<file path="src/rtl/rsa_pkg.sv">
// Shared constants and helpers for the RSA modular-multiply datapath.
// Defaults here are picked up by the stage parameters.
package rsa_pkg;

    localparam int DEF_DATA_WIDTH = 8;
    localparam bit DEF_CLK_EDGE   = 1'b1;
    localparam bit DEF_START      = 1'b1;

    localparam logic START_ACTIVE = 1'b1;
    localparam logic DONE_ACTIVE  = 1'b1;

    function automatic int clog2(input int value);
        int result;
        int v;
        result = 0;
        v      = value - 1;
        while (v > 0) begin
            result = result + 1;
            v      = v >> 1;
        end
        return result;
    endfunction

endpackage

</file>
<file path="src/rtl/rsa_core_mul.sv">
// Shift-add multiplier producing the double-width product that feeds
// the modular-reduction stage (mul_done -> start, mul_p -> mod_a).
module rsa_core_mul
    import rsa_pkg::*;
#(
    parameter int DATA_WIDTH = DEF_DATA_WIDTH,
    parameter bit CLK_EDGE   = DEF_CLK_EDGE,
    parameter bit START      = DEF_START
) (
    input  logic                      mul_clk,
    input  logic                      mul_rst,
    input  logic                      mul_start,
    input  logic [DATA_WIDTH-1:0]     mul_a,
    input  logic [DATA_WIDTH-1:0]     mul_b,
    output logic                      mul_busy,
    output logic                      mul_done,
    output logic [2*DATA_WIDTH-1:0]   mul_p
);

    localparam int PW = 2 * DATA_WIDTH;
    localparam int CW = clog2(DATA_WIDTH) + 1;
    localparam logic [CW-1:0] CNT_LAST = CW'(DATA_WIDTH - 1);

    typedef enum logic [2:0] {
        S_IDLE = 3'b000,
        S_CALC = 3'b001,
        S_DONE = 3'b010
    } state_e;

    // All architectural state in one bundle; the all-zero value is reset.
    typedef struct packed {
        state_e                st;
        logic [PW-1:0]         acc;
        logic [PW-1:0]         mcand;
        logic [DATA_WIDTH-1:0] mplr;
        logic [CW-1:0]         cnt;
        logic                  busy;
        logic                  done;
        logic [PW-1:0]         p;
    } regs_t;

    regs_t r_q;
    regs_t r_n;

    always_comb begin
        r_n      = r_q;
        r_n.done = ~DONE_ACTIVE;
        case (r_q.st)
            S_IDLE: begin
                if (mul_start == START) begin
                    r_n.acc   = '0;
                    r_n.mcand = {{DATA_WIDTH{1'b0}}, mul_a};
                    r_n.mplr  = mul_b;
                    r_n.cnt   = '0;
                    r_n.busy  = 1'b1;
                    r_n.st    = S_CALC;
                end
            end
            S_CALC: begin
                if (r_q.mplr[0]) begin
                    r_n.acc = r_q.acc + r_q.mcand;
                end
                r_n.mcand = r_q.mcand << 1;
                r_n.mplr  = r_q.mplr >> 1;
                r_n.cnt   = r_q.cnt + 1'b1;
                if (r_q.cnt == CNT_LAST) begin
                    r_n.st = S_DONE;
                end
            end
            S_DONE: begin
                r_n.p    = r_q.acc;
                r_n.done = DONE_ACTIVE;
                r_n.busy = 1'b0;
                r_n.st   = S_IDLE;
            end
            default: begin
                r_n.st = S_IDLE;
            end
        endcase
    end

    // Only the clock edge is selectable; reset is always posedge mul_rst.
    if (CLK_EDGE) begin : g_pos
        always_ff @(posedge mul_clk or posedge mul_rst) begin
            if (mul_rst) begin
                r_q <= '0;
            end else begin
                r_q <= r_n;
            end
        end
    end else begin : g_neg
        always_ff @(negedge mul_clk or posedge mul_rst) begin
            if (mul_rst) begin
                r_q <= '0;
            end else begin
                r_q <= r_n;
            end
        end
    end

    assign mul_busy = r_q.busy;
    assign mul_done = r_q.done;
    assign mul_p    = r_q.p;

endmodule
</file>
<file path="config.mk">
export PLATFORM = sky130hd
export DESIGN_NAME = rsa_core_mul
export DESIGN_NICKNAME = d
export VERILOG_FILES = /design/src/rtl/rsa_pkg.sv /design/src/rtl/rsa_core_mul.sv
export SDC_FILE = /design/constraint.sdc
export NUM_CORES = 1
export LEC_CHECK = 0
export CAP_MARGIN = 20
export CELL_PAD_IN_SITES_DETAIL_PLACEMENT = 0
export CELL_PAD_IN_SITES_GLOBAL_PLACEMENT = 1
export CORE_ASPECT_RATIO = 0.5
export CORE_MARGIN = 4
export CORE_UTILIZATION = 30
export DETAILED_ROUTE_END_ITERATION = 6
export GPL_ROUTABILITY_DRIVEN = 1
export GPL_TIMING_DRIVEN = 0
export HOLD_SLACK_MARGIN = 0.02
export PLACE_DENSITY = 0.69
export SLEW_MARGIN = 20
export SYNTH_ARGS = -nofsm -noshare
export SYNTH_HDL_FRONTEND = slang
export SYNTH_SLANG_ARGS = --single-unit
</file>
<file path="constraint.sdc">
create_clock -name mul_clk -period 2.3 [get_ports mul_clk]
set_input_delay 0.575 -clock mul_clk [delete_from_list [all_inputs] [get_ports mul_clk]]
set_output_delay 0.575 -clock mul_clk [all_outputs]
set_load 0.05 [all_outputs]
</file>
### Yosys cells after proc, flatten, opt, wreduce, memory -nomap -nowiden

Cells that the tools add are included.

* input bits: 19
* word-level logic and storage cells: 30
* register bits after elaboration: 65
* output and inout bits: 18

* reductions and logical operators: 7
* muxes and demuxes: 7
* eq/ne operators: 6
* $add $sub $neg: 2

Operators with widths (number)
* case mux 44 bit (2 select lines): 1
* 2-to-1 mux 48 bit: 1
* 2-to-1 mux 17 bit: 1
* adder 16 bit: 1
* 2-to-1 mux 16 bit: 1
* inequality test 2 bit, second input constant: 3
* case mux 3 bit (2 select lines): 1
* AND reduction 2 bit: 3
* adder 4 x 1 -> 4 bit, second input constant: 1
* equality test 4 x 3 -> 1 bit, second input constant: 1
* nonzero test 2 bit: 2
* equality test 3 x 1 -> 1 bit, second input constant: 1
* equality test 3 x 2 -> 1 bit, second input constant: 1
* zero test 3 bit: 1
* 2-to-1 mux 3 bit: 1
* AND reduction 3 bit: 1
* case mux 1 bit (2 select lines): 1

### Logic depth before layout (Yosys ltp)

* depth after elaboration: 3
* depth in mapped cells: 9
* mapped depth without buffers: 9

### Worst setup path before layout

Ideal clock, no wire load.

* kind: reg-to-reg
* start: register r_q[30] in the netlist's numbering
* end: register r_q[58] in the netlist's numbering
* cell stages (with the launch flop): 10
* arrival: 1891 ps
* path slack: 288 ps
* period minus slack after synthesis: 2012 ps
* buffers on the path: 0
* required time: 2178 ps
* cell sequence: dfrtp_1 ha_1 inv_1 fa_1 nand2b_1 a21oi_1 o211ai_2 a21oi_1 o21ai_0 a32o_1

* word-level cells in the longest chain between the ends: 3

Ends and longest elaborated chain
* from (decl): line rsa_core_mul.sv:42 `regs_t r_q;`
* from (signal assigned): line rsa_core_mul.sv:88 `r_q <= r_n;`
* adder 16 bit: line rsa_core_mul.sv:61 `r_n.acc = r_q.acc + r_q.mcand;`
* 2-to-1 mux 16 bit: line rsa_core_mul.sv:60 `if (r_q.mplr[0]) begin`
* case mux 44 bit (2 select lines): line rsa_core_mul.sv:48 `case (r_q.st)`

Every way passes these cells. The select of a mux whose other input is x is not followed.
A chain may end at the register's enable or synchronous reset.

### Worst setup path in the final report

* start: register r_q[48] in the netlist's numbering
* end: register r_q[61] in the netlist's numbering

The elaborated chain is that of the path after synthesis.

==> impl_results.md <==
- Status: finished clean
- Gpl congestion: 0.818
- Clock latency on the worst-skew pair: about 0.33 ns
- Worst R2R Path Depth: 7
- Gr usage total: 0.133
- Top_reg_cell synth: dfrtp_1
- Leak pwr: between 1.5 and 2 nW
- Min Hold Slack: roughly 0.47 ns
- Complex-gate fraction of the synthesized area: 0.143
- Sequential cell area: 1600 µm²
- Synthesis-to-finish area growth: 27.7%
- VDD IR-drop max: slightly above 0.0005 V
- Max Slew Vio Count: 0
- Gr ovfl total: 0
- HPWL Detailed: between 5 and 6 mm
- DRT Wirelength: roughly 7.7 mm
- Post-synth ARST share: 1.00
- Required time worst endpoint: 2.55 ns
- Largest net degree at the start of global routing: 36
- # DRC: 0
- Main combinational cell family by area after synthesis: simple AND/OR/NAND/NOR gates
- Core area: around 10000 µm²
- Pwr Density: 1690 nW/µm²
- Max Freq: ~460 MHz
- Post-synth EDFFs: 0
- Synth unique cells: 45
- Root Driver: clkbuf_16
- Synth top cells by count: nand2_1 (92), dfrtp_1 (64), nor2_1 (33), o21ai_0 (20)
- Number of cells on the worst hold path: 2
- Syn Std Cell Area: 3270 µm²
- # H-tree levels: 3
- Fin. Hold Viols: 0
- RSZ-0062 raised after global routing: true
- Clock tree buffer depth: 2
- Die Y: between 80 and 90 µm
- Final nets: 450
- Slew @ Worst Pin: between 0.5 and 0.6 ns
- CP Launch Type: flip-flop
- Yosys top cell by area: dfrtp_1
- WP data arrival: between 2 and 2.5 ns
- Post-Syn Nets: 400
- Synthesis warning total: 0
- TritonRoute pass-1 iters: 4
- Setup TNS: 0 ns
- Ports: 37
- Initial core utilization: 0.315
- First-pass GRT wire length: around 13 mm
- CTS tree: done
- DP Worst Slack: -0.154 ns
- ANT nets after route: 0
- Post-Place Cells: 541
- Sequential share of the synthesized area: 0.489
- Yosys reg bits: 64
- DRT iter0 DRCs: ~130
- Sink Count: 64
- Final setup viols: 0
- Most numerous cell in the Yosys netlist: nand2_1
- N_diodes: 0
- Die Width: 156 µm
- XOR/XNOR share of the synthesized area: 0.0160
- Multi-input logic area: around 1500 µm²
- Filler cells: approximately 1100
- Full die area: 12800 µm²
- Crit Path Max Fanout: 4
- Share of post-route cells with drive strength above 1: 0.119
- Min Tclk post-route: between 2 and 2.5 ns
- Util after Layout: 0.402
- Mux cell area share after synthesis: 0.00917
- Vias: approximately 2600
- Initial antenna violation count: 0
- Synth area leaders: dfrtp_1 (49%), nand2_1 (11%), ha_1 (6.1%)
- Routed len/inst: around 14 µm
- Synth Area in Adders: 0.0673
- Element type at the critical path end: flip-flop
- Hold_buf cts: 0
- Fin worst setup slack: ~0.12 ns
- Row count: 26
- Post-synth top area share: 0.489
- Max-slew headroom: 0.620
- Kind of critical path: reg2reg
- Max-Cap Viols: 0
- Clock-pin slew on the worst setup and hold paths: 0.05 ns
- Vias in the first global route: 2474
- Total CTS buffers: 9
- Avg Inst Size Synth: between 8 and 9 µm²
- Mapped Cells: 364
- Vias per inst: around 4.6
- Synth Area in Simple Gates: 0.216
- Clock Skew: ~0.004 ns
- Port bufs: 36
- Finished Layout Cells: 559
- Hold/Removal Path Class: reg2reg
- Final period util: 0.948
worst paths after layout:
check                              start  endpoint  slack, ns
worst max-delay path             r_q[48]   r_q[61]       0.12
worst min-delay path            mul_p[3]  mul_p[3]       0.47
worst max register to register   r_q[48]   r_q[61]       0.12
worst min register to register  mul_p[3]  mul_p[3]       0.47
max in group asynchronous        mul_rst  mul_p[7]       1.19
min in group asynchronous        mul_rst   r_q[26]       0.59
cell type report:
class	instances	share of cell area
Multi-Input combinational cell	264	0.359
Buffer	28	0.0398
Sequential cell	64	0.383
Clock buffer	11	0.0605
Tap cell	140	0.0419
Inverter	8	0.00778
Timing Repair Buffer	39	0.0946
Clock inverter	5	0.0132
routing by layer:
layer	track usage	share of wire
met1	0.189	0.54
met2	0.195	0.40
met3	0.0379	0.046
met4	0.0419	0.013
met5	0	0
cell families after synthesis:
| family | Yosys count |
|---|---|
| AO/OA/AOI/OAI | 73 |
| XOR/XNOR | 6 |
| adder cells (fa/ha/maj) | 17 |
| buffers and inverters | 36 |
| flip-flops | 64 |
| multiplexers | 3 |
| AND/OR/NAND/NOR | 165 |
registers in the layout, indices dropped and copies added (netlist names):
signal and flops:
mul_busy 1, mul_done 1, mul_p 16, r_q 46
metrics by stage:
stage,power (mW),cell area [µm²]
global placement,5.61,3810
floorplan,4.72,3270
finish,7.08,4180
detailed placement,5.65,3830
CTS,7.09,4140
global route,7.69,4180
power breakdown:
| group | internal, mW | switching, mW |
|---|---|---|
| Combinational | 1.50 | 2.12 |
| Clock | 0.893 | 0.501 |
| Sequential | 1.66 | 0.410 |
critical path, stage by stage, from the launching register on:
cell	delay, ns
dfrtp_1	0.42
ha_1	0.37
a21oi_1	0.25
a21o_1	0.17
a21oi_2	0.08
o41ai_2	0.35
mux2i_1	0.26
mux2i_1	0.19
cell usage in the layout (no fill, tap or decap), types with 3 or more instances in the layout:
master           instances
a21o_1                   4
a21oi_1                 12
a21oi_2                  6
a32o_1                   3
buf_1                    3
buf_4                   18
clkbuf_1                 8
clkbuf_16                9
clkdlybuf4s50_1         36
dfrtp_1                 64
ha_1                    15
inv_1                    6
mux2i_1                  3
nand2_1                 92
nand2b_1                 3
nand3_1                 14
nor2_1                  33
nor3_1                   4
o21ai_0                 20
o22ai_1                 14
o31ai_1                  3
or3_1                    3
xnor2_1                  4
timing repair:
item / CTS / global route
gates resized for setup: 0 / 6
buffers inserted: 0 / 2
endpoints found under the setup margin: 0 / 4
Note: power is estimated with default switching activity, not from simulation.
